$ cat src/rtl/exp7_pkg.sv
// exp7_pkg - shared definitions for the play-detector input stage.
//   estado_det_t     : 2-bit FSM state code, also exported on db_estado
//   N_BOTOES_DEFAULT : default number of player buttons
//   DEBOUNCE_50MHZ   : stable cycles for 1 ms of debounce at 50 MHz
package exp7_pkg;

  typedef enum logic [1:0] {
    OCIOSO       = 2'b00,
    FILTRA_PRESS = 2'b01,
    PRESSIONADO  = 2'b10,
    FILTRA_SOLTA = 2'b11
  } estado_det_t;

  localparam int N_BOTOES_DEFAULT = 4;
  localparam int DEBOUNCE_50MHZ   = 50000;

endpackage

$ cat src/rtl/exp7_contador_filtro.sv
// exp7_contador_filtro - clearable up-counter used to time the debounce
// windows.
// Ports:
//   clock  : system clock, rising edge
//   reset  : synchronous active-high reset, count <= 0
//   clear  : synchronous clear, count <= 0
//   enable : count up by one
//   fim    : high while count == DEBOUNCE_CYCLES-1
module exp7_contador_filtro #(
  parameter int DEBOUNCE_CYCLES = 4
) (
  input  logic clock,
  input  logic reset,
  input  logic clear,
  input  logic enable,
  output logic fim
);

  localparam int W = $clog2(DEBOUNCE_CYCLES);

  logic [W-1:0] count;

  // Holds at the terminal value instead of wrapping; the FSM leaves the
  // filtering state on that same edge anyway.
  always_ff @(posedge clock) begin
    if (reset || clear) begin
      count <= '0;
    end else if (enable && !fim) begin
      count <= count + W'(1);
    end
  end

  assign fim = (count == W'(DEBOUNCE_CYCLES - 1));

endmodule

$ cat src/rtl/exp7_detector_jogada.sv
// exp7_detector_jogada - debounces the raw player buttons and emits one
// jogada pulse per accepted press, plus the held one-hot code of the press.
// Ports:
//   clock       : system clock, rising edge
//   reset       : synchronous active-high reset
//   botoes      : raw button levels, 1 = pressed
//   limpa       : synchronous clear of jogada_code, returns FSM to OCIOSO
//   jogada      : one-cycle pulse when a press is accepted
//   jogada_code : one-hot code of the last accepted button
//   multiplo    : registered flag, filtered input non-zero and not one-hot
//   db_estado   : current FSM state
// Optional feature: define DETECTOR_SYNC_EN to pass botoes through a
// 2-flop synchronizer before use (adds 2 cycles of latency).
module exp7_detector_jogada
  import exp7_pkg::*;
#(
  parameter int N_BOTOES        = N_BOTOES_DEFAULT,
  parameter int DEBOUNCE_CYCLES = DEBOUNCE_50MHZ
) (
  input  logic                clock,
  input  logic                reset,
  input  logic [N_BOTOES-1:0] botoes,
  input  logic                limpa,
  output logic                jogada,
  output logic [N_BOTOES-1:0] jogada_code,
  output logic                multiplo,
  output logic [1:0]          db_estado
);

  logic [N_BOTOES-1:0] v;
  logic [N_BOTOES-1:0] cap;
  logic                valido;
  logic                igual;
  logic                zero;
  logic                fim;
  logic                cnt_clear;
  logic                cnt_enable;
  logic                captura;
  logic                aceita;
  estado_det_t         estado;
  estado_det_t         proximo;

`ifdef DETECTOR_SYNC_EN
  logic [N_BOTOES-1:0] sync_a;
  logic [N_BOTOES-1:0] sync_b;

  always_ff @(posedge clock) begin
    if (reset) begin
      sync_a <= '0;
      sync_b <= '0;
    end else begin
      sync_a <= botoes;
      sync_b <= sync_a;
    end
  end

  assign v = sync_b;
`else
  assign v = botoes;
`endif

  // A value with a single bit set clears to zero when ANDed with itself minus one.
  assign valido = (v != '0) && ((v & (v - 1'b1)) == '0);
  assign igual  = (v == cap);
  assign zero   = (v == '0);

  exp7_contador_filtro #(
    .DEBOUNCE_CYCLES(DEBOUNCE_CYCLES)
  ) u_contador (
    .clock (clock),
    .reset (reset),
    .clear (cnt_clear),
    .enable(cnt_enable),
    .fim   (fim)
  );

  always_ff @(posedge clock) begin
    if (reset) begin
      estado <= OCIOSO;
    end else begin
      estado <= proximo;
    end
  end

  always_comb begin
    proximo = estado;
    if (limpa) begin
      proximo = OCIOSO;
    end else begin
      case (estado)
        OCIOSO: begin
          if (valido) proximo = FILTRA_PRESS;
        end
        FILTRA_PRESS: begin
          if (igual) begin
            if (fim) proximo = PRESSIONADO;
          end else if (!valido) begin
            proximo = OCIOSO;
          end
        end
        PRESSIONADO: begin
          if (zero) proximo = FILTRA_SOLTA;
        end
        FILTRA_SOLTA: begin
          if (!zero) begin
            proximo = PRESSIONADO;
          end else if (fim) begin
            proximo = OCIOSO;
          end
        end
        default: proximo = OCIOSO;
      endcase
    end
  end

  // limpa wins over acceptance: aceita stays low whenever limpa is high.
  always_comb begin
    cnt_clear  = 1'b0;
    cnt_enable = 1'b0;
    captura    = 1'b0;
    aceita     = 1'b0;
    if (limpa) begin
      cnt_clear = 1'b1;
    end else begin
      case (estado)
        OCIOSO: begin
          if (valido) begin
            captura   = 1'b1;
            cnt_clear = 1'b1;
          end
        end
        FILTRA_PRESS: begin
          if (igual) begin
            cnt_enable = 1'b1;
            aceita     = fim;
          end else if (valido) begin
            captura   = 1'b1;
            cnt_clear = 1'b1;
          end
        end
        PRESSIONADO: begin
          if (zero) cnt_clear = 1'b1;
        end
        FILTRA_SOLTA: begin
          if (zero) cnt_enable = 1'b1;
        end
        default: cnt_clear = 1'b1;
      endcase
    end
  end

  assign db_estado = estado;

  always_ff @(posedge clock) begin
    if (reset) begin
      cap         <= '0;
      jogada_code <= '0;
      jogada      <= 1'b0;
      multiplo    <= 1'b0;
    end else begin
      jogada   <= aceita;
      multiplo <= !zero && !valido;
      if (limpa) begin
        cap         <= '0;
        jogada_code <= '0;
      end else begin
        if (captura) cap <= v;
        if (aceita) jogada_code <= cap;
      end
    end
  end

endmodule

$ cat config.mk
export PLATFORM = sky130hd
export DESIGN_NAME = exp7_detector_jogada
export DESIGN_NICKNAME = d
export VERILOG_FILES = /design/src/rtl/exp7_pkg.sv /design/src/rtl/exp7_contador_filtro.sv /design/src/rtl/exp7_detector_jogada.sv
export SDC_FILE = /design/constraint.sdc
export NUM_CORES = 1
export LEC_CHECK = 0
export ABC_AREA = 1
export ABC_CLOCK_PERIOD_IN_PS = 1800
export BUFFER_PORTS_ARGS = -buffer_cell sky130_fd_sc_hd__buf_2
export CAP_MARGIN = 10
export CORE_ASPECT_RATIO = 1.75
export CORE_MARGIN = 2
export CORE_UTILIZATION = 55
export DETAILED_ROUTE_END_ITERATION = 10
export GPL_TIMING_DRIVEN = 0
export PLACE_DENSITY_LB_ADDON = 0.1
export REMOVE_ABC_BUFFERS = 1
export SLEW_MARGIN = 20
export SYNTH_ARGS = -nofsm -noshare
export SYNTH_HDL_FRONTEND = slang
export SYNTH_SLANG_ARGS = --single-unit
$ cat constraint.sdc
create_clock -name clock -period 1.8 [get_ports clock]
set_input_delay 0.36 -clock clock [delete_from_list [all_inputs] [get_ports clock]]
set_output_delay 0.36 -clock clock [all_outputs]
set_load 0.01 [all_outputs]
**Word level (Yosys, flattened, before mapping)**

Cells that the tools add are included.

- Register bits: 28
- Input bits: 7
- Output and inout port bits: 8
- Logic and storage cells: 53

- Add/sub/neg operators: 2
- Eq/ne operators: 10
- Muxes and demuxes: 21
- Bitwise operators: 1
- Reduce and logical (&&, ||, !) cells: 13

Operators by type and width:

| kind | number |
|---|---|
| 16-bit by 1-bit adder with 16-bit output, second input constant | 1 |
| 16-bit == test, second input constant | 1 |
| 2-bit two-way mux | 7 |
| 1-bit two-way mux | 10 |
| 3-bit != test, second input constant | 3 |
| 4-bit logical NOT | 2 |
| 2-bit case mux with 4 select lines | 1 |
| 5-bit AND reduction | 1 |
| 4-bit AND | 1 |
| 2-bit == test, second input constant | 2 |
| 4-bit == test | 1 |
| 2-bit != test, second input constant | 2 |
| 1-bit case mux with 2 select lines | 2 |
| 4-bit nonzero test | 1 |
| 4-bit by 1-bit subtractor with 4-bit output, second input constant | 1 |
| 1-bit logical AND | 3 |
| 1-bit logical NOT | 3 |
| 1-bit case mux with 3 select lines | 1 |
| 2-bit by 1-bit == test with 1-bit output, second input constant | 1 |
| 2-bit logical NOT | 1 |
| 2-bit OR reduction | 1 |
| 1-bit logical OR | 1 |

**Logic depth before layout (Yosys ltp)**

- Depth after elaboration: 9
- Gate-level depth with buffers: 12

**Hierarchy**

Synthesis repeated with hierarchy kept, for this count alone.

- Cell total of the unflattened synthesis: 258
- Area total of the unflattened synthesis: 1636.6 um2

Modules (own cells, without submodules):

| module | instances | cells an instance | area each (um2) | seq. area each (um2) |
|---|---|---|---|---|
| exp7_contador_filtro | 1 | 141 | 883.3 | 320.3 |
| exp7_detector_jogada | 1 | 117 | 753.2 | 240.2 |

**Worst setup path before layout**

OpenSTA, ideal clock, no wires.

- Kind: flip-flop to flip-flop
- Start point: reg u_contador.count[0]
- End point: reg jogada_code[0]
- Library setup time: 0.113 ns
- Data arrival time: 1.359 ns
- Required time: 1.687 ns
- Slack: 0.328 ns
- Cell stages (with the launch flop): 9
- Buffers on the path: 0
- Clock period less this slack: 1.472 ns
- Path through: dfxtp_1 ha_1 nand2_2 nor3_4 nand3_1 nor2_2 nand2_1 o21ai_1 inv_1

- Longest elaborated chain between the ends: 4

RTL lines:

| what | RTL line | source |
|---|---|---|
| start: declaration | exp7_contador_filtro.sv:21 | `logic [W-1:0] count;` |
| start signal: assignment | exp7_contador_filtro.sv:29 | `count <= count + W'(1);` |
| 16-bit == test | exp7_contador_filtro.sv:33 | `assign fim = (count == W'(DEBOUNCE_CYCLES - 1));` |
| 1-bit two-way mux | exp7_detector_jogada.sv:133 | `if (igual) begin` |
| 1-bit two-way mux | exp7_detector_jogada.sv:125 | `case (estado)` |
| 1-bit two-way mux | exp7_detector_jogada.sv:122 | `if (limpa) begin` |
| end signal: assignment | exp7_detector_jogada.sv:168 | `if (aceita) jogada_code <= cap;` |
| end: declaration | exp7_detector_jogada.sv:25 | `output logic [N_BOTOES-1:0] jogada_code,` |

Every way passes these cells.
A chain may end at the register's enable or synchronous reset.

**Worst setup path after layout**

- Start point: reg u_contador.count[0]
- End point: reg u_contador.count[14]

- Longest elaborated chain between the ends: 3

RTL lines:

| what |
|---|
| branches (longest 3 deep; another with 16-bit by 1-bit adder with 16-bit output) |

Several ways; the timed one is not identified.

==> summary.txt <==
Run status
  – Status: complete, no violations

Setup path
  – Critical-path cell list: ha_2 -> nand2_2 -> nor3_1 -> nand3_1 -> xor2_1 -> nand3_1 -> a21oi_1
  – CP max FO: 5
  – Max incr delay on CP: between 0.3 and 0.4 ns
  – Top Family by Delay on Critical Path: simple AND/OR/NAND/NOR gates
  – Buf/Inv on CP: 0
  – Most repeated library cell on the critical path: nand3_1
  – Worst Setup Start Kind: flip-flop
  – WP data required: between 2 and 2.5 ns
  – Critical-path top delay cell: dfxtp_2
  – Setup CP Type: flip-flop to flip-flop
  – CP Data Arrival Time: between 1.5 and 2 ns
  – Crit end category: flip-flop

STA
  – # setup viols final: 0
  – Crit path time final: approximately 1.6 ns
  – Slew @ Worst Pin: 0.872 ns
  – Max Transition Viols Final: 0
  – Slew margin rel.: 0.417
  – Period utilization: 0.915
  – RSZ-0062 raised after global routing: false
  – Fin Setup TNS: 0 ns
  – Clock skew: 0.00698 ns
  – FMAX: roughly 0.6 GHz
  – Endpoints failing hold: 0

Power and ir drop
  – Sequential Power Share: 0.502
  – Comb pwr share: 0.104
  – Switch share: 0.236
  – VDD IR max: ~0.5 mV
  – Power density over cell area: about 680 nW/µm²
  – Pint: 971 µW
  – Sw power: 300 µW
  – Leakage dissipation: about 0.76 nW
  – Clock power frac: 0.394

Floorplan
  – Num rows: 26
  – Die Area: 3540 µm²
  – Num ports: 15
  – Die height: 77.3 µm
  – Initial Utilization: 0.576
  – Die extent in x: around 46 µm
  – Core box area: approximately 2900 µm²

Finish
  – Most common library cell in the layout ignoring fill and taps: nand2_1
  – # diodes: 0
  – Final net count: roughly 280
  – Area delta synth->final: 11.3%
  – Most frequent cells in the layout: nand2_1 (69), nor2_1 (30), inv_1 (26), nand3_1 (26), dfxtp_1 (26)
  – Post-route insts no fill: 298
  – Post-route cell area: roughly 1900 µm²
  – Fraction of final layout cells with drive strength greater than 1: 0.167

Clock tree
  – Clk buf depth: 2
  – Worst-skew pair later-pin latency: approximately 0.28 ns
  – Clock slew at reported path FFs: 0.10 ns
  – CTS HTree Levels: 1
  – CTS Buf Count: 3
  – Root buffer cell: clkbuf_8
  – CTS Hold Bufs: 0
  – CTS tree: yes
  – Clk sinks: 28

Placement
  – Gpl congestion: between 0.9 and 1
  – I/O Buffers: 14
  – HPWL after DPL: around 2800 µm
  – Post-DP Area: about 1700 µm²
  – Placed Cells: 290

Synthesis
  – Post-Syn Area per Cell: about 6.7 µm²
  – Distinct cells, synth: 28
  – Mapped Area: ~1700 µm²
  – Synth Instances: between 200 and 300
  – Ys Warns: 0
  – Seq/Total Area, Yosys: 0.332
  – Flops & latches, synth: 28

Route
  – Final ANT Viol Nets: 0
  – DRC marker count from the first detailed-route iteration: 42
  – DRT Pass-1 Iters: 4
  – DR DRC count: 0
  – Avg WL per Cell: between 10 and 15 µm
  – Via Count: around 1600
  – Vias per Instance: about 5.3
  – Post-Route WL: approximately 3800 µm

Flow run
  – Max_cap viols: 0

GRT
  – Global route overflow: 0
  – Wire length of the first global-routing pass: 6260 µm
  – Largest net degree at the start of global routing: 19
  – Initial antenna violation count: 0
  – Vias in the first global route: around 1500
  – All-layer global routing usage: 0.234

Min path
  – Worst Hold Class: primary input to flip-flop
[kinds of logic (layout without fill, tap and decap cells)]
| logic type | count (synthesis) | after routing | share of synthesized area |
|---|---|---|---|
| AND/OR/NAND/NOR | 146 | 146 | 0.400 |
| buffers and inverters | 35 | 52 | 0.0935 |
| AO/OA/AOI/OAI | 30 | 30 | 0.0994 |
| flip-flops | 28 | 28 | 0.332 |
| XOR/XNOR | 13 | 13 | 0.0675 |
| adder cells (fa/ha/maj) | 1 | 1 | 0.00742 |
[synthesized netlist by cell type]
cell type,n,area share
a31oi_4,1,0.013
buf_4,1,0.0045
nand2_2,2,0.0074
nor3_1,4,0.012
nand4_4,1,0.013
o21ai_1,3,0.0089
ha_1,1,0.0074
xnor2_1,1,0.0052
nor3_2,1,0.0059
nand3_1,27,0.080
nand3_2,2,0.012
nor3_4,1,0.0096
nor2_1,30,0.067
buf_6,3,0.020
a21oi_1,17,0.050
dfxtp_1,28,0.33
o21ai_0,8,0.024
nand2_1,71,0.16
inv_2,4,0.0089
nand4_1,1,0.0037
nand3b_1,1,0.0045
clkbuf_1,1,0.0022
nor2_4,1,0.0067
nor2_2,2,0.0074
a31oi_1,1,0.0037
nand2_4,2,0.013
xor2_1,12,0.062
inv_1,26,0.058
[power by group through the flow]
stage / logic [mW] / registers, mW / clock network (mW)
CTS: 0.132 / 0.638 / 0.514
detailed placement: 0.125 / 0.653 / 0
floorplan: 0.0844 / 0.653 / 0
finish: 0.132 / 0.638 / 0.501
global placement: 0.124 / 0.653 / 0
global route: 0.151 / 0.640 / 0.544
[worst paths after layout]
check	start	endpoint	slack [ns]	cells past startpoint
worst max-delay path	u_contador.count[0]	u_contador.count[14]	0.15	7
worst min-delay path	reset	multiplo	0.24	2
worst max register to register	u_contador.count[0]	u_contador.count[14]	0.15	7
worst min register to register	u_contador.count[13]	u_contador.count[13]	0.49	2
[registers in the layout, summed over array words and instances, names as in the netlist]
signal            flops
cap                   4
db_estado             2
jogada                1
jogada_code           4
multiplo              1
u_contador.count     16
[through the flow]
stage	setup WS (ns)	util	hold WS, ns	power [mW]
detailed placement	-0.0776	0.597	0.479	0.778
CTS	0.0182	0.633	0.237	1.28
finish	0.153	0.641	0.244	1.27
global placement	-0.0944	0.597	0.470	0.777
global route	0.0129	0.641	0.228	1.34
floorplan	0.284	-	0.429	0.737
[worst reg2reg max path: stages, from the launching register on]
cell and delay [ns]:
dfxtp_2 0.37, ha_2 0.22, nand2_2 0.10, nor3_1 0.32, nand3_1 0.18, xor2_1 0.18, nand3_1 0.08, a21oi_1 0.13
[layer usage]
layer,GRT usage,share of wire,vias up
li1,-,-,832
met1,0.230,0.38,701
met2,0.442,0.57,26
met3,0.0235,0.018,9
met4,0.109,0.028,0
met5,0,0,-
[area by class of cell]
type	count	area, µm²
Tap cell	28	35.0
Multi-Input combinational cell	190	995
Fill cell	304	1050
Inverter	30	113
Clock buffer	3	41.3
Sequential cell	28	563
Clock inverter	1	30.0
Timing Repair Buffer	18	100
[repair_timing]
item,in CTS,in global routing
buffers inserted,4,0
pin swaps,1,2
endpoints found under the setup margin,19,7
gates resized for setup,1,7
No activity file was read; power rests on OpenSTA's default activity.
